`src/rtl/impact_sram_sequencer.sv`:
```
// Access sequencer for the SRAM/ReRAM test array: turns a valid/ready request into
// precharge -> wordline -> sense/write phases with programmable phase lengths.
`timescale 1ns/1ps
module impact_sram_sequencer #(
  parameter  int DATA_W    = 8,
  parameter  int ADDR_W    = 6,
  parameter  int NUM_BANKS = 4,
  parameter  int PRE_CYC   = 2,
  parameter  int WL_CYC    = 2,
  localparam int BYTES     = DATA_W / 8,
  localparam int BANK_W    = (NUM_BANKS > 1) ? $clog2(NUM_BANKS) : 1
) (
  input  logic              clk,
  input  logic              rst,
  input  logic              req_valid,
  output logic              req_ready,
  input  logic              req_we,
  input  logic [ADDR_W-1:0] req_addr,
  input  logic [BANK_W-1:0] req_bank,
  input  logic [BYTES-1:0]  req_byte_en,
  input  logic              req_trunc,
  input  logic [DATA_W-1:0] req_wdata,
  output logic              rsp_valid,
  output logic              rsp_err,
  output logic [DATA_W-1:0] rsp_rdata,
  output logic [NUM_BANKS-1:0] arr_bank_sel,
  output logic [ADDR_W-1:0] arr_addr,
  output logic              arr_precharge,
  output logic              arr_wl_en,
  output logic              arr_read_en,
  output logic              arr_write_en,
  output logic [BYTES-1:0]  arr_din_en,
  output logic [DATA_W-1:0] arr_wdata,
  input  logic [DATA_W-1:0] arr_rdata
);

  localparam int MAX_CYC    = (PRE_CYC > WL_CYC) ? PRE_CYC : WL_CYC;
  localparam int CNT_W      = $clog2(MAX_CYC + 1);
  localparam int BANK_SLOTS = 1 << BANK_W;
  localparam logic [DATA_W-1:0] LO_MASK = {{(DATA_W/2){1'b0}}, {(DATA_W/2){1'b1}}};

  typedef enum logic [1:0] {IDLE, PRE, ACCESS, RESP} state_t;

  state_t             state, state_nxt;
  logic [CNT_W-1:0]   cnt, cnt_load;
  logic               we_r, trunc_r;
  logic [BANK_W-1:0]  bank_r, bank_idx;
  logic [BYTES-1:0]   be_r;
  logic [BANK_SLOTS-1:0] bank_ok;
  logic               accept, acc_err, acc_noop;

  // Bank indices beyond NUM_BANKS are representable when NUM_BANKS is not a power of two.
  always_comb begin
    bank_ok = '0;
    for (int unsigned i = 0; i < BANK_SLOTS; i++)
      bank_ok[i] = (i < unsigned'(NUM_BANKS));
  end

  assign accept   = (state == IDLE) && req_valid;
  assign acc_err  = !bank_ok[req_bank];
  assign acc_noop = req_we && (req_byte_en == '0);
  assign bank_idx = accept ? req_bank : bank_r;

  always_comb begin
    state_nxt = state;
    unique case (state)
      IDLE:    if (req_valid) state_nxt = (acc_err || acc_noop) ? RESP : PRE;
      PRE:     if (cnt == '0) state_nxt = ACCESS;
      ACCESS:  if (cnt == '0) state_nxt = RESP;
      default: state_nxt = IDLE;
    endcase
  end

  always_comb begin
    cnt_load = '0;
    unique case (state_nxt)
      PRE:     cnt_load = CNT_W'(PRE_CYC - 1);
      ACCESS:  cnt_load = CNT_W'(WL_CYC - 1);
      default: cnt_load = '0;
    endcase
  end

  // Outputs are registered from the next state so strobes align with the state they describe.
  always_ff @(posedge clk or negedge rst) begin
    if (!rst) begin
      state         <= IDLE;
      cnt           <= '0;
      we_r          <= 1'b0;
      trunc_r       <= 1'b0;
      bank_r        <= '0;
      be_r          <= '0;
      req_ready     <= 1'b1;
      rsp_valid     <= 1'b0;
      rsp_err       <= 1'b0;
      rsp_rdata     <= '0;
      arr_bank_sel  <= '0;
      arr_addr      <= '0;
      arr_precharge <= 1'b0;
      arr_wl_en     <= 1'b0;
      arr_read_en   <= 1'b0;
      arr_write_en  <= 1'b0;
      arr_din_en    <= '0;
      arr_wdata     <= '0;
    end else begin
      state <= state_nxt;
      if (state_nxt != state)
        cnt <= cnt_load;
      else if (cnt != '0)
        cnt <= cnt - 1'b1;

      if (accept) begin
        we_r      <= req_we;
        trunc_r   <= req_trunc;
        bank_r    <= req_bank;
        be_r      <= req_byte_en;
        arr_addr  <= req_addr;
        arr_wdata <= req_wdata;
      end

      req_ready     <= (state_nxt == IDLE);
      arr_precharge <= (state_nxt == PRE);
      arr_wl_en     <= (state_nxt == ACCESS);
      arr_read_en   <= (state_nxt == ACCESS) && !we_r;
      arr_write_en  <= (state_nxt == ACCESS) && we_r;
      arr_din_en    <= ((state_nxt == ACCESS) && we_r) ? be_r : '0;
      arr_bank_sel  <= ((state_nxt == PRE) || (state_nxt == ACCESS))
                       ? (NUM_BANKS'(1) << bank_idx) : '0;

      rsp_valid <= (state_nxt == RESP);
      rsp_err   <= accept && acc_err;
      if ((state == ACCESS) && (state_nxt == RESP) && !we_r)
        rsp_rdata <= trunc_r ? (arr_rdata & LO_MASK) : arr_rdata;
      else
        rsp_rdata <= '0;
    end
  end

endmodule

```
`config.mk`:
```
export PLATFORM = sky130hd
export DESIGN_NAME = impact_sram_sequencer
export DESIGN_NICKNAME = d
export VERILOG_FILES = /design/src/rtl/impact_sram_sequencer.sv
export SDC_FILE = /design/constraint.sdc
export NUM_CORES = 1
export LEC_CHECK = 0
export BUFFER_PORTS_ARGS = -buffer_cell sky130_fd_sc_hd__buf_2
export CELL_PAD_IN_SITES_DETAIL_PLACEMENT = 1
export CELL_PAD_IN_SITES_GLOBAL_PLACEMENT = 1
export CORE_MARGIN = 4
export CORE_UTILIZATION = 39
export CTS_CLUSTER_DIAMETER = 50
export DETAILED_ROUTE_END_ITERATION = 10
export GPL_TIMING_DRIVEN = 0
export HOLD_SLACK_MARGIN = 0.1
export PLACE_DENSITY = 0.94
export SLEW_MARGIN = 0
export SYNTH_ARGS = -nofsm -noshare
export SYNTH_HDL_FRONTEND = slang
export SYNTH_SLANG_ARGS = --single-unit
```
`constraint.sdc`:
```
create_clock -name clk -period 3.9 [get_ports clk]
set_input_delay 0.78 -clock clk [delete_from_list [all_inputs] [get_ports clk]]
set_output_delay 0.78 -clock clk [all_outputs]
set_load 0.01 [all_outputs]
```
=== Word level (Yosys, flattened, before mapping) ===
Index checks and enable logic that the tools add are counted.

* Multiplexer cells: 15
* $lt $le $gt $ge: 1
* Reduce and logical (&&, ||, !) cells: 17
* Shift operators: 1
* Add/sub/neg operators: 1
* Bitwise gates (word level): 1
* Eq/ne operators: 6

{| class="wikitable"
|+ Operators by type and width
! kind !! number
|-
| $mux 8 || 2
|-
| $mux 2 || 7
|-
| $logic_and 1x1->1 || 7
|-
| $eq 2x2->1 const B || 3
|-
| $logic_not 2->1 || 3
|-
| $pmux 2 s3 || 1
|-
| $eq 2x1->1 const B || 2
|-
| $mux 4 || 1
|-
| $reduce_bool 2->1 || 2
|-
| $shl 1x2->4 const A || 1
|-
| $lt 2x3->1 const B || 1
|-
| $mux 1 || 3
|-
| $bmux 1 s2 || 1
|-
| $logic_not 1->1 || 2
|-
| $logic_or 1x1->1 || 2
|-
| $ne 2x2->1 || 1
|-
| $reduce_or 2->1 || 1
|-
| $sub 2x1->2 const B || 1
|-
| $not 1->1 || 1
|}

* Bits of input ports: 30
* Logic and storage cells: 60
* Flip-flop bits (word level): 43
* Output and inout bits: 34

=== Logic depth before layout (Yosys ltp) ===
* Depth after elaboration: 11
* Depth in mapped cells: 10
* Mapped depth without buffers: 9

=== Worst setup path after synthesis ===
OpenSTA, ideal clock, no wires.

* Path type: input-to-reg
* Start point: input port req_valid
* End point: register rsp_rdata[4]
* Setup time: 0.119 ns
* Slack: 1.530 ns
* Required time: 3.781 ns
* Stages on the path: 6
* Path buffers: 0
* Arrival: 2.251 ns
* Cell sequence: o311ai_0 inv_1 ha_1 and4bb_2 nor2b_1 and2_1

* Word-level cells in the longest chain between the ends: 6

{| class="wikitable"
|+ RTL lines
! item !! RTL line !! RTL
|-
| from (decl) || 15 || <nowiki>input logic req_valid,</nowiki>
|-
| $mux 2 || 67 || <nowiki>IDLE: if (req_valid) state_nxt = (acc_err || acc_noop) ? RESP : PRE;</nowiki>
|-
| $pmux 2 s3 || 66 || <nowiki>unique case (state)</nowiki>
|-
| net state_nxt[0] || 44 || <nowiki>state_t state, state_nxt;</nowiki>
|-
| $eq 2x2->1 || 131 || <nowiki>if ((state == ACCESS) && (state_nxt == RESP) && !we_r)</nowiki>
|-
| $logic_and 1x1->1 (2 in a row) || 131 ||
|-
| $mux 8 || 131 ||
|-
| to (signal assigned) || 132 || <nowiki>rsp_rdata <= trunc_r ? (arr_rdata & LO_MASK) : arr_rdata;</nowiki>
|-
| to (decl) || 25 || <nowiki>output logic [DATA_W-1:0] rsp_rdata,</nowiki>
|}

The timed path passes the listed nets, and every way through them passes these cells.
A chain may end at the register's enable or synchronous reset.

=== Worst setup path after layout ===
* Start point: register state[0]
* End point: register rsp_rdata[5]

* Word-level cells in the longest chain between the ends: 6
* Elaborated cells on any way between the ends: 11
* Classes of those cells: 3 x eq/ne; 5 x mux; 3 x reduce/logical

{| class="wikitable"
|+ RTL lines
! item !! RTL line !! RTL
|-
| from (decl) || 44 ||
|-
| from (signal assigned) || 105 || <nowiki>state <= state_nxt;</nowiki>
|-
| $eq 2x2->1 (tied with other cells) || 66 ||
|-
| $pmux 2 s3 (*) || 66 ||
|-
| net state_nxt[0] || 44 ||
|-
| $eq 2x2->1 (*) || 131 ||
|-
| $logic_and 1x1->1 (*) (2 in a row) || 131 ||
|-
| $mux 8 (*) || 131 ||
|}

Mark *: on every way through the listed nets, which the timed path passes. The rest lies on a longest branch.

==> out/metrics.cfg <==
[status]
status = finished, final reports clean

[sta]
slew-limit-headroom_pct = 38.50
setup_viol = 0
clock.fmax_mhz = 381.5
fin_crit_ps = 2622
skew_ps = 5.185
fin_crit_sh_pct = 67.22
tns_ps = 0
slew_viol_final = 0
tightestPinTransition_ps = 911.0
hold_viol_final = 0
rsz0062_at_grt = false

[power_and_ir_drop]
combPwrFrac_pct = 40.2
seqPwrFrac_pct = 40.0
leakagePower_nw = 1.264
total_power_mw = 1.688
switchingPower_mw = 0.6209
switching_share_pct = 36.79
p_int_mw = 1.067
clock_power_share_pct = 19.7
vdd_drop_max_mv = 0.1962
powerDensity_nw_per_um2 = 750.2

[route]
wl_per_cell_um = 14.49
drt_pass1_iterations = 4
route.detailed.drc = 0
dr_total_vias = 1378
ant_nets = 0
routed_wl_um = 4172
vias_per_cell = 4.785
drt_iter0_drc = 27

[finish]
drive_gt1_share_pct = 36.86
seqCellArea_um2 = 1052
fillers = 526
multi_input_area_um2 = 623.1
antenna_cells = 0
layout.nets = 271
area_delta_synth_final_pct = 27.43

[cts]
root_buffer = clkbuf_8
post_cts_resized = 0
postCtsSetupBuffers = 0
cts_tree = yes
hold_buffers = 0
htreeDepth = 2
numCtsBuffers = 5
path_clk_slew_ps = 80
cts.sinks = 42
cts_buffer_depth = 2
clock_latency_ps = 290

[hold_path]
min_path_type = register to register
holdPathStages = 2
hold_path_end = arr_wdata[2]
holdCritStartpoint = arr_wdata[2]

[critical_path]
ff2ff_setup_slack_ps = 1280
cp.buffers_inverters = 2
slowest_delay_ps = 810
critPathRequiredTime_ps = 4080
startpoint_type = register
crit_chain = buf_2 > o311ai_0 > inv_1 > ha_1 > and4bb_2 > nor2b_1 > and2_1
arrival_ps = 2800
rr_startpoint = state[0]
crit_family = compound AO/OA/AOI/OAI gates
endpoint_kind = register
cp_slowest_cell = o311ai_0
path_class = register to register
cp_max_fo = 10
worstRegToRegCells = 7
reg2reg_to = rsp_rdata[5]

[floorplan]
num_rows = 24
core_area_um2 = 4354
die_x_um = 75.28
boundaryPins = 64
die_area_um2 = 5667
start_util_pct = 40.55
chipHeight_um = 75.28

[global_routing]
grt_pass1_wl_um = 6575
grt-ovfl-total = 0
grt_use_total_pct = 15.41
first_global_vias = 1458
grt_max_degree = 43
antenna_found_initial = 0

[place]
place_congestion = 0.8314
portBuffers = 62
dp_hpwl_um = 3194

[yosys]
synth-seq-cells = 42
synth_top_cell_area_share_pct = 58.11
syn_inst = 166
synth.distinct_cells = 39
yosysTopAreaCell = dfrtp_1
syn_area_um2 = 1765
ys_warn_count = 0
ys_top_cells_by_area = dfrtp_1 58%, nand2_1 12%, ha_1 4.3%, and2_1 3.2%, buf_6 1.9%
ys_seq_area_share_pct = 59.60
syn_avg_cell_area_um2 = 10.64
synth_nets = 202

[flow_run]
cap_violations = 0

## flip-flops by register name, summed over array words and instances, names as in the netlist
register / flops
arr_wdata: 8
we_r: 1
arr_write_en: 1
arr_bank_sel: 4
arr_din_en: 1
bank_r: 2
arr_addr: 6
cnt: 2
state: 2
be_r: 1
rsp_rdata: 8
arr_wl_en: 1
rsp_valid: 1
trunc_r: 1
arr_read_en: 1
req_ready: 1
arr_precharge: 1
## cell type report
| class | count | area share, % |
|---|---|---|
| clock buffer | 5 | 3.059 |
| tap | 52 | 2.892 |
| sequential | 42 | 46.77 |
| inverter | 5 | 0.8343 |
| multi-input combinational | 110 | 27.70 |
| clock inverter | 3 | 1.780 |
| timing repair buffer | 62 | 13.79 |
| buffer | 9 | 3.170 |
## metrics by stage
step           utilization, %  area (µm²)  cells  hold WS (ps)  setup slack (ps)
5_1_grt                 51.67        2250    288         508.7              1133
4_1_cts                 51.67        2250    288         487.3              1307
3_5_place_dp            49.17        2141    280         463.0              1042
3_3_place_gp            49.17        2141    280         453.2              1117
6_report                51.67        2250    288         481.7              1278
2_1_floorplan               -        1765    166         443.1              1530
## how the worst max path moves through the flow
stage,startpoint,slack [ps],to,cells past startpoint
2_1_floorplan,req_valid,1530,rsp_rdata[4],6
3_3_place_gp,req_valid,1120,rsp_rdata[5],7
4_1_cts,state[0],1310,rsp_rdata[6],7
3_5_place_dp,req_valid,1040,rsp_rdata[6],7
5_1_grt,state[0],1130,rsp_rdata[6],7
6_report,state[0],1280,rsp_rdata[5],7
## cell usage in the layout, fill, tap and decap left out, drive strengths merged, types with 2 or more instances in the layout
master	netlist	layout
buf	9	71
nand2	56	56
dfrtp	41	41
and2	9	9
ha	6	6
inv	5	5
clkbuf	0	5
nand3b	4	4
a21oi	3	3
nor2b	3	3
nor3	3	3
a31oi	2	2
nand3	2	2
clkinv	0	2
nor3b	2	2
or3b	2	2
o21ai	2	2
## cell families after synthesis
family / after synthesis / share of synthesized area [%]
compound gates: 13 / 4.961
simple gates: 89 / 25.23
fa+ha+maj: 7 / 4.890
flops: 42 / 59.60
other cells: 1 / 0.2124
buf+inv: 14 / 5.102
## metal layers
metal,vias up,global-route usage [%],wire (µm)
met5,-,0,0
met4,0,6.990,93
met3,8,3.471,236
met2,39,27.80,2181
met1,662,17.12,1661
li1,669,-,-
## power groups by stage
stage / logic [mW] / registers (mW) / clock network [mW]
floorplan: 0.390 / 0.725 / 0
global placement: 0.652 / 0.676 / 0
detailed placement: 0.686 / 0.688 / 0
CTS: 0.695 / 0.678 / 0.346
global route: 0.770 / 0.695 / 0.361
finish: 0.679 / 0.676 / 0.333
## cell usage after synthesis
cell,count
nand2_1,55
dfrtp_1,41
and2_1,9
ha_1,6
inv_1,5
nand3b_1,4
a21oi_1,3
buf_2,3
buf_4,3
buf_6,3
nor2b_1,3
a31oi_1,2
nand3_1,2
nor3_1,2
a211oi_1,1
a21o_1,1
and3_1,1
and4bb_2,1
conb_1,1
dfstp_2,1
maj3_2,1
nand2_2,1
nand2b_1,1
nor2_1,1
nor3_2,1
nor3b_1,1
nor3b_2,1
nor4_1,1
nor4bb_1,1
o21a_1,1
o21ai_0,1
o21ai_2,1
o22a_1,1
o22ai_1,1
o311ai_0,1
or2b_1,1
or3b_1,1
or3b_2,1
or4_1,1
## tightest hold or removal path, delay by kind of cell (launching register included)
| kind | cells | cell delay [ps] |
|---|---|---|
| flops | 1 | 350 |
| simple gates | 2 | 110 |
(Power assumes the default switching activity.)
